**config.mk**
```make
export PLATFORM = sky130hd
export DESIGN_NAME = apb_rr_arbiter
export DESIGN_NICKNAME = d
export VERILOG_FILES = /design/src/rtl/apb_rr_arbiter.sv
export SDC_FILE = /design/constraint.sdc
export NUM_CORES = 1
export LEC_CHECK = 0
export ABC_AREA = 1
export CAP_MARGIN = 20
export CELL_PAD_IN_SITES_DETAIL_PLACEMENT = 1
export CELL_PAD_IN_SITES_GLOBAL_PLACEMENT = 2
export CORE_MARGIN = 2
export CORE_UTILIZATION = 23
export DETAILED_ROUTE_END_ITERATION = 6
export PLACE_DENSITY_LB_ADDON = 0.1
export SYNTH_ARGS = -nofsm -noshare
export SYNTH_HDL_FRONTEND = slang
export SYNTH_SLANG_ARGS = --single-unit
export TNS_END_PERCENT = 10
```
**constraint.sdc**
```tcl
create_clock -name clk -period 4.4 [get_ports clk]
set_input_delay 0.44 -clock clk [delete_from_list [all_inputs] [get_ports clk]]
set_output_delay 0.44 -clock clk [all_outputs]
set_load 0.02 [all_outputs]
```
**src/rtl/apb_rr_arbiter.sv**
```systemverilog
// Round-robin arbiter sharing one APB master port among N_REQ valid/ready requesters.
// One transfer in flight at a time; an optional wait-state timeout aborts hung slaves.
module apb_rr_arbiter #(
   parameter int unsigned N_REQ   = 2,
   parameter int unsigned TIMEOUT = 16
) (
   input  logic                 clk,
   input  logic                 rst_n,
   input  logic [N_REQ-1:0]     req_valid,
   output logic [N_REQ-1:0]     req_ready,
   input  logic [N_REQ*32-1:0]  req_addr,
   input  logic [N_REQ-1:0]     req_write,
   input  logic [N_REQ*32-1:0]  req_wdata,
   output logic [N_REQ-1:0]     rsp_valid,
   output logic [31:0]          rsp_rdata,
   output logic                 rsp_err,
   output logic [31:0]          paddr,
   output logic                 pwrite,
   output logic                 psel,
   output logic                 penable,
   output logic [31:0]          pwdata,
   input  logic [31:0]          prdata,
   input  logic                 pready
);

   localparam int unsigned PtrW = (N_REQ > 1) ? $clog2(N_REQ) : 1;
   localparam int unsigned CntW = (TIMEOUT > 0) ? $clog2(TIMEOUT + 1) : 1;

   localparam logic [1:0] StIdle   = 2'd0;
   localparam logic [1:0] StSetup  = 2'd1;
   localparam logic [1:0] StAccess = 2'd2;
   localparam logic [1:0] StResp   = 2'd3;

   logic [1:0]      state_q, state_d;
   logic [PtrW-1:0] rr_ptr_q, rr_ptr_d;
   logic [PtrW-1:0] grant_q, grant_d;
   logic [31:0]     addr_q, addr_d;
   logic            write_q, write_d;
   logic [31:0]     wdata_q, wdata_d;
   logic [CntW-1:0] cnt_q, cnt_d;
   logic [31:0]     rdata_q, rdata_d;
   logic            err_q, err_d;

   logic            win_found;
   logic [PtrW-1:0] win_idx;
   logic [PtrW-1:0] scan_idx;
   int unsigned     scan_pos;
   logic [31:0]     addr_sel;
   logic [31:0]     wdata_sel;
   logic [CntW-1:0] cnt_inc;

   // Scan starting at rr_ptr and wrap modulo N_REQ; first valid requester wins.
   always_comb begin
      win_found = 1'b0;
      win_idx   = '0;
      scan_pos  = 0;
      scan_idx  = '0;
      for (int unsigned i = 0; i < N_REQ; i++) begin
         scan_pos = (32'(rr_ptr_q) + i) % N_REQ;
         scan_idx = PtrW'(scan_pos);
         if (!win_found && req_valid[scan_idx]) begin
            win_found = 1'b1;
            win_idx   = scan_idx;
         end
      end
   end

   always_comb begin
      addr_sel  = '0;
      wdata_sel = '0;
      for (int unsigned i = 0; i < N_REQ; i++) begin
         if (win_idx == PtrW'(i)) begin
            addr_sel  = req_addr[32*i +: 32];
            wdata_sel = req_wdata[32*i +: 32];
         end
      end
   end

   assign cnt_inc = cnt_q + 1'b1;

   always_comb begin
      state_d  = state_q;
      rr_ptr_d = rr_ptr_q;
      grant_d  = grant_q;
      addr_d   = addr_q;
      write_d  = write_q;
      wdata_d  = wdata_q;
      cnt_d    = cnt_q;
      rdata_d  = rdata_q;
      err_d    = err_q;
      case (state_q)
         StIdle: begin
            if (win_found) begin
               grant_d = win_idx;
               addr_d  = addr_sel;
               write_d = req_write[win_idx];
               wdata_d = wdata_sel;
               state_d = StSetup;
            end
         end
         StSetup: state_d = StAccess;
         StAccess: begin
            cnt_d = cnt_inc;
            // pready takes priority over a timeout landing in the same cycle.
            if (pready) begin
               rdata_d = write_q ? 32'h0 : prdata;
               err_d   = 1'b0;
               state_d = StResp;
            end else if ((TIMEOUT != 0) && (32'(cnt_inc) == TIMEOUT)) begin
               rdata_d = 32'h0;
               err_d   = 1'b1;
               state_d = StResp;
            end
         end
         default: begin
            rr_ptr_d = (grant_q == PtrW'(N_REQ - 1)) ? '0 : grant_q + 1'b1;
            cnt_d    = '0;
            state_d  = StIdle;
         end
      endcase
   end

   always_ff @(posedge clk or negedge rst_n) begin
      if (!rst_n) begin
         state_q  <= StIdle;
         rr_ptr_q <= '0;
         grant_q  <= '0;
         addr_q   <= '0;
         write_q  <= 1'b0;
         wdata_q  <= '0;
         cnt_q    <= '0;
         rdata_q  <= '0;
         err_q    <= 1'b0;
      end else begin
         state_q  <= state_d;
         rr_ptr_q <= rr_ptr_d;
         grant_q  <= grant_d;
         addr_q   <= addr_d;
         write_q  <= write_d;
         wdata_q  <= wdata_d;
         cnt_q    <= cnt_d;
         rdata_q  <= rdata_d;
         err_q    <= err_d;
      end
   end

   logic active;
   logic in_resp;

   assign active  = (state_q != StIdle);
   assign in_resp = (state_q == StResp);

   assign psel      = (state_q == StSetup) || (state_q == StAccess);
   assign penable   = (state_q == StAccess);
   assign paddr     = active ? addr_q : 32'h0;
   assign pwrite    = active ? write_q : 1'b0;
   assign pwdata    = active ? wdata_q : 32'h0;
   assign rsp_rdata = in_resp ? rdata_q : 32'h0;
   assign rsp_err   = in_resp ? err_q : 1'b0;

   always_comb begin
      req_ready = '0;
      rsp_valid = '0;
      for (int unsigned i = 0; i < N_REQ; i++) begin
         req_ready[i] = rst_n && (state_q == StIdle) && win_found && (win_idx == PtrW'(i));
         rsp_valid[i] = in_resp && (grant_q == PtrW'(i));
      end
   end

endmodule

```
# Word-level counts from Yosys, hierarchy flattened
# Cells that the tools add are included.
dict set report word_totals {
  n_memories 0
  output_inout_bits 104
  regBits 107
  mem_bits_rw 0
  latchBits 0
  wordCells 68
  input_bits 167
  mem_bits_ro 0
}
dict set report classes {
  n_reduce_logical 17
  magnitude_cmp 3
  div 0
  eq_ne 6
  add_sub_neg 3
  mux 28
  shift 0
  bitwise_logic 2
  n_mul 0
}
# op n
set op_table {}
lappend op_table {{$mux W32} 8}
lappend op_table {{$mux W1} 15}
lappend op_table {{$pmux W5 S2} 1}
lappend op_table {{$logic_and A1 B1 Y1} 7}
lappend op_table {{$lt A1 B2 Y1 const B} 3}
lappend op_table {{$mux W2} 3}
lappend op_table {{$pmux W2 S3} 1}
lappend op_table {{$reduce_and A2 Y1} 3}
lappend op_table {{$add A5 B1 Y5 const B} 1}
lappend op_table {{$eq A5 B5 Y1 const B} 1}
lappend op_table {{$eq A2 B2 Y1 const B} 2}
lappend op_table {{$reduce_bool A2 Y1} 2}
lappend op_table {{$ne A3 B1 Y1 const B} 1}
lappend op_table {{$reduce_or A3 Y1} 1}
lappend op_table {{$add A1 B1 Y1 const B} 2}
lappend op_table {{$eq A2 B1 Y1 const B} 1}
lappend op_table {{$logic_not A2 Y1} 1}
lappend op_table {{$ne A2 B2 Y1 const B} 1}
lappend op_table {{$not A1 Y1} 2}
lappend op_table {{$reduce_or A2 Y1} 1}
lappend op_table {{$logic_not A1 Y1} 1}
lappend op_table {{$logic_or A1 B1 Y1} 1}

# Depth between registers and ports, before layout
# Gate-level depths: netlist of run 1.
dict set report logic_depth {
  depth_word 8
  mapped_depth 10
}

# Worst setup path after synthesis of run 1
# Ideal clock, no wire load.
dict set report synth_path {
  path_type {register -> output}
  start {register state_q[0]}
  end {output port req_ready[0]}
  slack_ns 2.263
  arrival_time_ns 1.697
  path_stages_with_launch 10
  cell_sequence {dfrtp_1 > inv_1 > ha_1 > buf_2 > inv_2 > nor2_2 > inv_2 > buf_6 > buf_6 > nor3_1}
}
dict set report synth_via {
  elab_chain_len 4
}
# item line
set synth_lines {}
lappend synth_lines {{start: declaration} 34} ;# logic [1:0] state_q, state_d;
lappend synth_lines {{start signal: assignment} 125} ;# state_q <= StIdle;
lappend synth_lines {{start signal: assignment} 135} ;# state_q <= state_d;
lappend synth_lines {{$logic_not A2 Y1} 165} ;# req_ready[i] = rst_n && (state_q == StIdle) && win_found && (win_idx == PtrW'(i));
lappend synth_lines {{$logic_and A1 B1 Y1 (3 in a row)} 165}
lappend synth_lines {{end: declaration} 10} ;# output logic [N_REQ-1:0] req_ready,
# Every way passes these cells.

# Worst setup path in the final report of run 1
dict set report layout_path {
  start {register state_q[1]}
  end {output port req_ready[1]}
}
# Same word-level chain as after synthesis.

==> metrics, run 1 <==
Vias 5618; CP Class reg2out; clock-pin slew on the worst setup and hold paths 80 ps; fraction of layout cells with a size suffix above 1 0.0374; Worst setup EP type output port; clk_lat worst skew 360 ps; final instance area 8790 um^2; hold slack 79.9 ps; Top Metal Used met4; Area growth syn-to-layout 57.9%; Highest Clock Rate 344 MHz; endpoints failing setup 0; detailed placer's ending HPWL 14.1 mm; Seq cells post-synth 107; starting density of the core 0.236; final worst-path cycle share 0.661; H-tree Lvls 3; CP Launch Type register; post-detailed-route DRC marker count 0; CTS Sinks 107; cts bufs inserted 9; Warnings, synthesis 0; syn avg cell area 7.73 um^2; Post-CTS Hold Buffers 0; Final Hold Viols 0; I/O pins 271; crit path max fanout 37; WL met3 1.60 mm; Die Y 160 um; Final nets 1130; Pleak 0.00426 uW; Max Buffers Root-to-Sink 2; Cells after Synth 720; antenna violations before repair 1; endpoint arrival time on the critical path 2470 ps; Metal-1 WL 9.17 mm; WL met2 9.56 mm; IO buf count 270; Vias/cell 4.38; Placed Area 8440 um^2; register area share after synthesis 0.481; die area 25500 um^2; die width 160 um; DRT iter0 DRCs 231; Final min period 2910 ps; most common cell after layout, fill and taps aside clkdlybuf4s50_1; TritonCTS clock tree done; unrepaired setup endpoints after global routing false; status complete, no violations; worst-margin pin slew 957 ps; row cnt 56; first-pass GRT wire length 33.3 mm; Max-Cap Viols 0; post-cts repair resize count 0; P per Cell Area 672 nW/um^2; final antenna-violating net count 0; largest net degree at the start of global routing 112; count of pins over their slew limit 0; min-delay worst type in2async; GPL Wtd Cong 0.718; routed wire length 20.7 mm; WP data required 3960 ps; wire per inst 16.1 um; setup TNS 0 ps; post-synth cell types 23; core box area 23600 um^2; setup bufs post-CTS 0; CTS Root Cell clkbuf_16; most frequent cells in the layout clkdlybuf4s50_1 (269), nand2_1 (187), inv_1 (111); vias in the first global route 5927; Clock Skew 13.0 ps; DR pass1 iterations 4; maximum vdd drop 0.214 mV; gr ovfl total 0; syn_nets 892; gr usage total 0.164; Worst slew margin 0.362; Mapped Area 5560 um^2
==> Yosys cell counts, drive strengths merged <==
cell type / instances / share of area
dfrtp: 107 / 0.48
ha: 5 / 0.011
a22oi: 65 / 0.088
clkinv: 1 / 0.00067
nand4: 34 / 0.038
nor3: 1 / 0.00090
o21ai: 5 / 0.0045
nor2: 72 / 0.049
nand3: 5 / 0.0054
o31ai: 1 / 0.0013
nand2: 189 / 0.13
clkbuf: 30 / 0.020
o22ai: 1 / 0.0011
inv: 114 / 0.077
buf: 24 / 0.034
a21oi: 66 / 0.059
==> state kept, by name, summed over array words and instances (netlist names) <==
name      cells
addr_q       32
rdata_q      32
wdata_q      32
cnt_q         5
rr_ptr_q      1
err_q         1
write_q       1
grant_q       1
state_q       2
==> cell type report <==
class / count / area [um^2]
Inverter: 115 / 434
Clock inverter: 5 / 60.1
Tap cell: 319 / 399
Sequential cell: 107 / 2680
Multi-Input combinational cell: 444 / 2160
Fill cell: 2864 / 14800
Timing Repair Buffer: 281 / 2800
Antenna cell: 1 / 2.50
Clock buffer: 11 / 253
==> metrics by stage <==
| stage | power, uW | worst slack (ps) | utilization | cells |
|---|---|---|---|---|
| final | 5900 | 1490 | 0.372 | 1283 |
| after global routing | 6400 | 1320 | 0.372 | 1283 |
| after CTS | 6010 | 1420 | 0.371 | 1281 |
| after detailed placement | 5090 | 1710 | 0.358 | 1265 |
| after global placement | 5070 | 1750 | 0.358 | 1265 |
| after floorplan | 3570 | 2260 | - | 720 |
==> metal layers <==
metal,vias to the layer above,global-route usage
met4,0,0.0521
met2,161,0.265
met3,20,0.0526
met1,2678,0.209
li1,2759,-
met5,-,0
==> final timing paths <==
kind / cells past startpoint / endpoint / start / slack (ps)
min in group clk: 2 / rdata_q[18] / rdata_q[18] / 470
worst max register to register: 6 / rdata_q[17] / state_q[0] / 2260
max in group asynchronous: 2 / addr_q[4] / rst_n / 2920
worst min register to register: 2 / rdata_q[18] / rdata_q[18] / 470
worst min-delay path: 1 / rdata_q[7] / rst_n / 80
worst max-delay path: 6 / req_ready[1] / state_q[1] / 1490
==> power breakdown <==
group / total [uW] / internal, uW / switching [uW]
sequential: 1540 / 1400 / 142
clock: 870 / 476 / 395
combinational: 3490 / 1460 / 2030
total: 5900 / 3330 / 2570
==> cells by family (layout without fill, tap and decap cells) <==
| group | after synthesis | count (layout) | synth area share |
|---|---|---|---|
| AND/OR/NAND/NOR | 301 | 301 | 0.221 |
| other | 0 | 1 | 0 |
| AO/OA/AOI/OAI | 138 | 138 | 0.154 |
| buffers and inverters | 169 | 412 | 0.132 |
| flip-flops | 107 | 107 | 0.481 |
| adder cells (fa/ha/maj) | 5 | 5 | 0.0112 |
==> critical path: stages, from the launching register on <==
cell and delay (ps):
dfrtp_1 430, inv_1 100, ha_2 240, buf_4 420, nand2_1 140, nor2_1 110
clkdlybuf4s50_1 660
Power figures use the tool's default switching activity.
==> run 2, diff against run 1 <==
--- a/config.mk
+++ b/config.mk
@@ -10,7 +10,7 @@
 export CELL_PAD_IN_SITES_DETAIL_PLACEMENT = 1
 export CELL_PAD_IN_SITES_GLOBAL_PLACEMENT = 2
 export CORE_MARGIN = 2
-export CORE_UTILIZATION = 23
+export CORE_UTILIZATION = 19
 export DETAILED_ROUTE_END_ITERATION = 6
 export PLACE_DENSITY_LB_ADDON = 0.1
 export SYNTH_ARGS = -nofsm -noshare
==> constraint.sdc (replaced) <==
create_clock -name clk -period 2.4 [get_ports clk]
set_input_delay 0.24 -clock clk [delete_from_list [all_inputs] [get_ports clk]]
set_output_delay 0.24 -clock clk [all_outputs]
set_load 0.02 [all_outputs]
==> run 2 against run 1 <==
Compared with the run above: clock skew is 2.0 ps lower; die area rose by 20%; worst hold slack improved by 150 ps; non-clock buffer count grew 4; flip-flop and latch count unchanged; critical path type unchanged.
==> metrics, run 2 (synthesis gave the netlist of run 1 again) <==
status complete, no violations (unchanged); Die Y 175 um (was 160 um); setup bufs post-CTS 0 (unchanged); core box area 28800 um^2 (was 23600 um^2); unrepaired setup endpoints after global routing false (unchanged); IO buf count 270 (unchanged); cts bufs inserted 9 (unchanged); total power draw 10700 uW (was 5900 uW); Max-Cap Viols 0 (unchanged); Vias/cell 4.18 (was 4.38); WL met2 10.6 mm (was 9.56 mm); die width 175 um (was 160 um); largest net degree at the start of global routing 131 (was 112); first-pass GRT wire length 35.4 mm (was 33.3 mm); vias in the first global route 6125 (was 5927); H-tree Lvls 3 (unchanged); crit path max fanout 35 (was 37); pre-CTS setup slack 172 ps (was 1710 ps); TritonCTS clock tree done (unchanged); post-detailed-route DRC marker count 0 (unchanged); Worst slew margin 0.401 (was 0.362); Area growth syn-to-layout 62.6% (was 57.9%); endpoint arrival time on the critical path 2030 ps (was 2470 ps); R2R depth 8 (was 6); detailed placer's ending HPWL 15.0 mm (was 14.1 mm); Final Hold Viols 0 (unchanged); routed wire length 22.5 mm (was 20.7 mm); R2R setup slack 470 ps (was 2260 ps); CP Launch Type register (unchanged); r2r startpoint state_q[0] (unchanged); final antenna-violating net count 0 (unchanged); WP data required 2160 ps (was 3960 ps); hold slack 230 ps (was 79.9 ps); Setup WS post-layout 129 ps (was 1490 ps); Worst setup EP type output port (unchanged); Clock Skew 11.0 ps (was 13.0 ps); Vias 5650 (was 5618); Pleak 0.00491 uW (was 0.00426 uW); Filler Cell Count 3415 (was 2864); Metal-1 WL 10.3 mm (was 9.17 mm); die area 30700 um^2 (was 25500 um^2); WL met3 1.46 mm (was 1.60 mm); clock-pin slew on the worst setup and hold paths 80 ps (about the same); P per Cell Area 1180 nW/um^2 (was 672 nW/um^2); gr ovfl total 0 (unchanged); row cnt 62 (was 56); launch point of the critical path state_q[0] (was state_q[1]); min-delay worst type in2async (unchanged); Final min period 2270 ps; most frequent cells in the layout clkdlybuf4s50_1 (204), nand2_1 (187), inv_1 (111) (was clkdlybuf4s50_1 (269), nand2_1 (187), inv_1 (111)); DR pass1 iterations 4 (unchanged); most common cell after layout, fill and taps aside clkdlybuf4s50_1 (unchanged); biggest regs addr_q: 32 flops, rdata_q: 32 flops, wdata_q: 32 flops (unchanged); utilization after layout 0.314 (was 0.372); maximum vdd drop 0.503 mV (was 0.214 mV); wire per inst 16.7 um (was 16.1 um); CTS Root Cell clkbuf_16 (unchanged); starting density of the core 0.193 (was 0.236); Max Buffers Root-to-Sink 2 (unchanged); final worst-path cycle share 0.946; antenna diode count 0 (was 1); Cell Count, Final, Fillers Out 1351 (was 1283); placed insts 1333 (was 1265); I/O pins 271 (unchanged); gr usage total 0.147 (was 0.164); CP Class reg2out (unchanged); count of pins over their slew limit 0 (unchanged); antenna violations before repair 2 (was 1); Final nets 1134 (was 1130); worst r2r dst write_q (was rdata_q[17]); fraction of layout cells with a size suffix above 1 0.0414 (was 0.0374); worst-margin pin slew 899 ps (was 957 ps); clk_lat worst skew 360 ps (about the same); GPL Wtd Cong 0.706 (was 0.718); Top Metal Used met5 (was met4); CTS Sinks 107 (unchanged); endpoints failing setup 0 (unchanged); Highest Clock Rate 440 MHz; DRT iter0 DRCs 205 (was 231)
[run 2: cell count changes in the layout (fill, tap and decap cells not counted), moves of 2 or more]
cell	delta
buf_12	+2
clkbuf_2	+2
clkdlybuf4s50_1	-65
dlygate4sd2_1	+5
dlymetal6s2s_1	+58
[run 2: worst max path at each step]
| stage | endpoint | cells after the start |
|---|---|---|
| 3_3_place_gp | req_ready[1] | 6 |
| 3_5_place_dp | req_ready[1] | 6 |
| 6_report | pwdata[27] | 5 |
| 5_1_grt | pwdata[27] | 5 |
| 4_1_cts | paddr[1] | 5 |
| 2_1_floorplan | req_ready[0] | 9 |
[run 2: per-layer routing]
metal / vias to the layer above / track usage
met5: - / 0
met4: 2 / 0.0313
met3: 12 / 0.0370
met2: 169 / 0.243
met1: 2694 / 0.195
li1: 2773 / -
[run 2: repair_timing]
action,CTS,global route
hold buffers,1,0
setup endpoints to repair,14,62
endpoints found under the hold margin,4,0
gates cloned,1,0
gates resized for setup,9,64
[run 2: cell type report]
cell class,count,area [um^2],share of cell area
inverter,115,434,0.0480
timing repair buffer,285,3010,0.333
sequential,107,2680,0.296
tap,384,480,0.0531
clock buffer,11,243,0.0268
clock inverter,5,37.5,0.00415
multi-input combinational,444,2170,0.239
[run 2: stage by stage]
step / TNS, ps / instance area, um^2
2_1_floorplan: 0 / 5560
3_3_place_gp: 0 / 8580
3_5_place_dp: 0 / 8580
4_1_cts: -71.4 / 8900
5_1_grt: 0 / 9050
6_report: 0 / 9050
[run 2: critical path, stage by stage (launching register included)]
cell,delay [ps]
dfrtp_1,410
inv_1,110
ha_4,220
buf_16,200
nor2_1,120
clkdlybuf4s50_1,620
[run 2: where the power goes]
part           switching [uW]  total (uW)  internal [uW]
logic                    3780        6400           2620
registers                 257        2820           2560
clock network             761        1500            741
total                    4790       10700           5930
